File: src/rtl/ttl_counter_updown.sv
// ttl_counter_updown
// ------------------
// Synchronous, cascadable up/down counter in the spirit of a 74191/74163. It
// supports any width and modulus, and adds two extra outputs:
//   - a registered wrap pulse;
//   - a saturating count of wraps since reset.
//
// Ports
//   clock     in   single clock, all state changes on the rising edge
//   reset     in   synchronous active-high reset (highest priority)
//   load      in   synchronous parallel load of d (beats counting)
//   d         in   [WIDTH]  parallel load data; values >= MODULUS clamp
//   enp       in   count enable P (does not gate rco)
//   ent       in   count enable T (also gates rco, cascade input)
//   up        in   1 = count up, 0 = count down
//   q         out  [WIDTH]  current count, 0..MODULUS-1
//   rco       out  combinational ripple carry, feeds the next stage's ent
//   wrap      out  one-cycle registered pulse after a wrapping count step
//   load_err  out  one-cycle registered pulse after an out-of-range load
//   wrap_cnt  out  [8]  wraps since reset, saturating at 255
//
// Parameters
//   WIDTH 1..16, MODULUS 2..2**WIDTH, RESET_VALUE < MODULUS.
module ttl_counter_updown #(
  parameter int WIDTH       = 4,
  parameter int MODULUS     = 16,
  parameter int RESET_VALUE = 0
) (
  input  logic             clock,
  input  logic             reset,
  input  logic             load,
  input  logic [WIDTH-1:0] d,
  input  logic             enp,
  input  logic             ent,
  input  logic             up,
  output logic [WIDTH-1:0] q,
  output logic             rco,
  output logic             wrap,
  output logic             load_err,
  output logic [7:0]       wrap_cnt
);

  localparam int               LAST_I = MODULUS - 1;
  localparam logic [WIDTH:0]   MOD_W  = MODULUS[WIDTH:0];
  localparam logic [WIDTH:0]   ONE_W  = {{WIDTH{1'b0}}, 1'b1};
  localparam logic [WIDTH-1:0] LAST_Q = LAST_I[WIDTH-1:0];
  localparam logic [WIDTH-1:0] RST_Q  = RESET_VALUE[WIDTH-1:0];

  // Compare and step in WIDTH+1 bits, so MODULUS = 2**WIDTH is representable.
  // With MODULUS = 2**WIDTH, q+1 at the last value reaches MODULUS instead of
  // aliasing to 0.
  logic [WIDTH:0] q_ext;
  logic [WIDTH:0] q_inc;
  logic [WIDTH:0] q_dec;
  logic           at_last;
  logic           at_zero;
  logic           d_ok;

  assign q_ext   = {1'b0, q};
  assign q_inc   = q_ext + ONE_W;
  assign q_dec   = q_ext - ONE_W;
  assign at_last = (q_inc == MOD_W);
  assign at_zero = q_dec[WIDTH];            // borrow out of 0
  assign d_ok    = ({1'b0, d} < MOD_W);

  // Terminal-count carry. It looks only at ent, up and q, so it responds in
  // the same cycle to a direction change.
  assign rco = ent & (up ? at_last : at_zero);

  logic [WIDTH-1:0] q_next;
  logic             wrap_next;
  logic             err_next;

  // Priority: load over count over hold. Reset is applied in the register.
  always_comb begin
    q_next    = q;
    wrap_next = 1'b0;
    err_next  = 1'b0;
    if (load) begin
      if (d_ok) begin
        q_next = d;
      end else begin
        q_next   = LAST_Q;
        err_next = 1'b1;
      end
    end else if (enp && ent) begin
      if (up) begin
        if (at_last) begin
          q_next    = '0;
          wrap_next = 1'b1;
        end else begin
          q_next = q_inc[WIDTH-1:0];
        end
      end else begin
        if (at_zero) begin
          q_next    = LAST_Q;
          wrap_next = 1'b1;
        end else begin
          q_next = q_dec[WIDTH-1:0];
        end
      end
    end
  end

  always_ff @(posedge clock) begin
    if (reset) begin
      q        <= RST_Q;
      wrap     <= 1'b0;
      load_err <= 1'b0;
      wrap_cnt <= 8'd0;
    end else begin
      q        <= q_next;
      wrap     <= wrap_next;
      load_err <= err_next;
      if (wrap_next && (wrap_cnt != 8'hFF)) begin
        wrap_cnt <= wrap_cnt + 8'd1;
      end
    end
  end

endmodule
File: config.mk
export PLATFORM = sky130hd
export DESIGN_NAME = ttl_counter_updown
export DESIGN_NICKNAME = d
export VERILOG_FILES = /design/src/rtl/ttl_counter_updown.sv
export SDC_FILE = /design/constraint.sdc
export NUM_CORES = 1
export LEC_CHECK = 0
export CAP_MARGIN = 20
export CORE_MARGIN = 2
export CORE_UTILIZATION = 44
export DETAILED_ROUTE_END_ITERATION = 12
export GPL_TIMING_DRIVEN = 0
export PLACE_DENSITY = 0.77
export SLEW_MARGIN = 20
export SYNTH_ARGS = -nofsm -noshare
export SYNTH_HDL_FRONTEND = slang
export SYNTH_SLANG_ARGS = --single-unit
File: constraint.sdc
create_clock -name clock -period 2.2 [get_ports clock]
set_input_delay 0.33 -clock clock [delete_from_list [all_inputs] [get_ports clock]]
set_output_delay 0.33 -clock clock [all_outputs]
set_load 0.1 [all_outputs]
Word level (Yosys, flattened, before mapping). Index checks and enable logic that the tools add are counted.

Bits in registers: 13. Bits of input ports: 10. Output and inout port bits: 15.

Add/subtract/negate cells: 3. Eq/ne operators: 2. Mux-type cells: 11. Bitwise gates (word level): 1. Reduce and logical (&&, ||, !) cells: 3.

Operator list (number): 2-to-1 mux 4 bit (5); adder 8 x 1 -> 8 bit, second input constant (1); inequality test 8 bit, second input constant (1); 2-to-1 mux 1 bit (6); adder 4 x 1 -> 5 bit, second input constant (1); == test 5 bit, second input constant (1); subtractor 4 x 1 -> 5 bit, second input constant (1); logical AND 1 bit (2); nonzero test 2 bit (1); bitwise AND 1 bit (1).

Logic depth before layout (Yosys ltp).
Depth after elaboration: 7. Gate-level depth with buffers: 7. Mapped depth without buffers: 6.

Worst setup path after synthesis. Ideal clock, no wire load.

Path type: register to output. Start point: register q[2]. End point: output port rco. Arrival: 3133 ps. Path slack: -1263 ps. Cell stages (with the launch flop): 5. Path buffers: 1. Cells stage by stage: dfxtp_1 -> and3_1 -> a41oi_2 -> clkbuf_1 -> nor2b_1.

Longest elaborated chain between the ends: 4.

RTL lines: start: declaration (RTL line 36) `output logic [WIDTH-1:0] q,`; start signal: assignment (RTL line 112) `q <= q_next;`; adder 4 x 1 -> 5 bit (RTL line 60) `assign q_inc = q_ext + ONE_W;`; == test 5 bit (RTL line 62) `assign at_last = (q_inc == MOD_W);`; 2-to-1 mux 1 bit (*) (RTL line 68) `assign rco = ent & (up ? at_last : at_zero);`; bitwise AND 1 bit (*) (RTL line 68); end: declaration (RTL line 37) `output logic rco,`.

Mark *: on every way between the ends. The rest lies on a longest branch, timed or not.

Final worst setup path.
Start point: register q[1]. End point: output port q[1].

No word-level cell between the ends.

==> results.cfg <==
[power_and_ir_drop]
total_leakage_power_nw = 0.491
p_seq_share_pct = 44.4
clkPwrFrac_pct = 26.6
pwr-share-comb_pct = 29.1
intPower_mw = 0.370
irDropWorstVdd_mv = 0.433
power.switching_mw = 0.201
power_density_nw_per_um2 = 520
swShare_pct = 35.2

[status]
status = finished, final reports clean

[floorplan]
fp.dieArea_um2 = 2080
io_pins = 25
initial_utilization_pct = 45.5
dieWidth_um = 45.6
die_height_um = 45.6
num_rows = 15
coreArea_um2 = 1670

[cts]
cts_tree = yes
clockBufferDepth = 2
hold_buffers = 0
cts_buffers = 3
cts_sinks = 13
clkLatencyLatePin_ps = 280
htreeDepth = 1
clk_pin_slew_ps = 80
root_buffer = clkbuf_4

[critical_path]
r2r_slack_ps = 130
cp_data_arrival_time_ps = 1800
end_kind = primary output
critPathKind = flip-flop to primary output
rr_worst_depth = 7
cp-start-kind = flip-flop
cpLargestDelayFamily = buffers and inverters
reg2reg_from = q[0]
critPathMaxFanout = 6
path_cells = clkdlybuf4s50_1
crit_buf_inv = 1
slowest_stage = clkdlybuf4s50_1
cpPeakStageDelay_ps = 1140
required_ps = 1870
reg2reg_to = wrap_cnt[6]

[timing]
max_freq_mhz = 470
hold_viol_final = 0
finalClockSkew_ps = 0.639
min_period_over_period_pct = 96.7
timing.final.max_slew_violations = 0
max_slew_margin_pct = 35.6
finalSetupTns_ps = 0
setup_viol = 0
rsz0062_at_grt = no
post-route-min-period_ps = 2130
tightest_slew_ps = 962
hold_ws_ps = 504

[placement]
io_buffers = 22
dp_hpwl_mm = 1.42
place_area_um2 = 1020
place_inst = 130
gp_congestion = 0.879

[global_routing]
grt_pass1_vias = 819
grt_use_total_pct = 21.8
grt_pass1_wl_mm = 3.30
grt_max_degree = 11
grt_overflow_total = 0
antenna_found_initial = 0

[layout]
fillers = 141
n_antenna_cell = 0
nets = 133
area_delta_synth_final_pct = 44.4
drive_above_1_share_pct = 17.6
post_layout_nonfiller_instances = 136
fin_area_um2 = 1100

[logic_synthesis]
ys_seq_area_share_pct = 34.2
synth-simple-area-share_pct = 26.0
yosysMostFrequentCell = dfxtp_1
ys_top_cells_by_count = dfxtp_1, a21oi_1, inv_1
synth_top_family_by_area = simple AND/OR/NAND/NOR gates
synth_xor_area_share_pct = 0
async_reset_ff_share_pct = 0
synth_compound_area_share_pct = 25.7
yosys-top-cells-area = dfxtp_1, a21oi_1, ha_1, o31ai_1, or4_1
yosys.cell_types.count = 32
synth.area.mux_share_pct = 2.63
synth_edf_count = 0
synthAdderAreaFrac_pct = 4.93
synthCells = 91
synth_area_um2 = 761
ys.flop_type = dfxtp_1
yosysWarningCount = 0
synth_top_cell_by_area = dfxtp_1
syn-num-nets = 104
syn_avg_cell_area_um2 = 8.36
yosysTopAreaCellShare_pct = 34.2
synth_seq_cells = 13

[drt]
drtAntennaViolNets = 0
dr.pass1.iters = 4
via_count = 838
drc = 0
drt_iter0_drc = 14
drt_wl_total_mm = 2.04
wl_per_cell_um = 15.0
vias_per_cell = 6.16

[min_path]
min_from = wrap_cnt[1]
whs_path_depth = 2
holdPathEnd = wrap_cnt[1]
hp-class = flip-flop to flip-flop

[job]
cap_viol_max_count = 0
## cell families (layout without fill, tap and decap cells)
| logic type | count (synthesis) | in the layout |
|---|---|---|
| buffers and inverters | 11 | 39 |
| other | 1 | 1 |
| muxes | 2 | 2 |
| AOI/OAI and AO/OA | 28 | 28 |
| and+or+nand+nor | 33 | 33 |
| DFF | 13 | 13 |
| adders and majority gates | 3 | 3 |
## timing repair
item	in CTS	in global routing
setup endpoints to repair	3	7
gates cloned	0	0
gates resized for setup	13	11
setup buffers	1	1
pin swaps	0	0
## cell usage in the layout (no fill, tap or decap), types with 2 or more instances in the layout
cell type and count:
nor4_1 2, mux2i_1 2, nand2_1 5, clkbuf_4 3, o21ai_0 5, nand4_1 3, nand3_1 3, dfxtp_1 7
dfxtp_2 5, a21oi_1 9, o31ai_1 5, inv_1 7, clkbuf_1 2, dlygate4sd2_1 3, nor3_1 2, dlymetal6s2s_1 5
or4_1 5, ha_1 2, or3_1 3, and3_1 2, clkdlybuf4s50_1 13, nor2_1 4, buf_4 3, o211ai_1 2
## how the worst max path moves through the flow
stage / cells after the start / start / end
5_1_grt: 7 / q[0] / rco
2_1_floorplan: 6 / q[1] / rco
6_report: 1 / q[1] / q[1]
4_1_cts: 7 / q[0] / rco
3_3_place_gp: 7 / q[0] / rco
3_5_place_dp: 7 / q[0] / rco
## per-stage QoR
step | utilization (%) | power [mW] | setup WS (ps)
after detailed placement | 61.0 | 0.409 | -794
after global placement | 61.0 | 0.407 | -780
after CTS | 63.7 | 0.567 | 5.12
after global routing | 65.8 | 0.597 | 15.6
final | 65.8 | 0.571 | 71.7
after floorplan | - | 0.364 | -89.2
## sequential cells by signal, indices dropped and copies added (netlist names)
name / cells
wrap: 1
q: 4
wrap_cnt: 8
## power groups by stage
stage | clock, mW | sequential (mW) | combinational (mW)
floorplan | 0 | 0.301 | 0.0629
global placement | 0 | 0.257 | 0.150
detailed placement | 0 | 0.258 | 0.151
CTS | 0.156 | 0.253 | 0.158
global route | 0.166 | 0.255 | 0.176
finish | 0.152 | 0.253 | 0.166
## worst reg2reg max path, cell delays in order (launching register included)
cell and delay, ps:
dfxtp_4 360, inv_1 90, ha_2 210, nor4b_4 250
a41oi_2 90, buf_4 190, or4_1 540, a221oi_2 270
## final cells by class
type                            instances  area (µm²)  share of cell area, %
Multi-Input combinational cell         67         473                   43.1
Sequential cell                        13         270                   24.6
Timing Repair Buffer                   24         254                   23.1
Buffer                                  4        27.5                   2.51
Clock buffer                            4        26.3                   2.39
Inverter                                7        26.3                   2.39
Tap cell                               17        21.3                   1.94
## metal layers
layer / up-vias / share of wire [%] / routed length, µm / track usage (%)
met5: - / 0 / 0 / 0
met4: 0 / 1.0 / 21 / 13.5
met3: 4 / 5.8 / 119 / 3.97
met2: 37 / 50 / 1020 / 36.6
met1: 391 / 43 / 873 / 25.1
li1: 406 / - / - / -
Power figures use the tool's default switching activity.
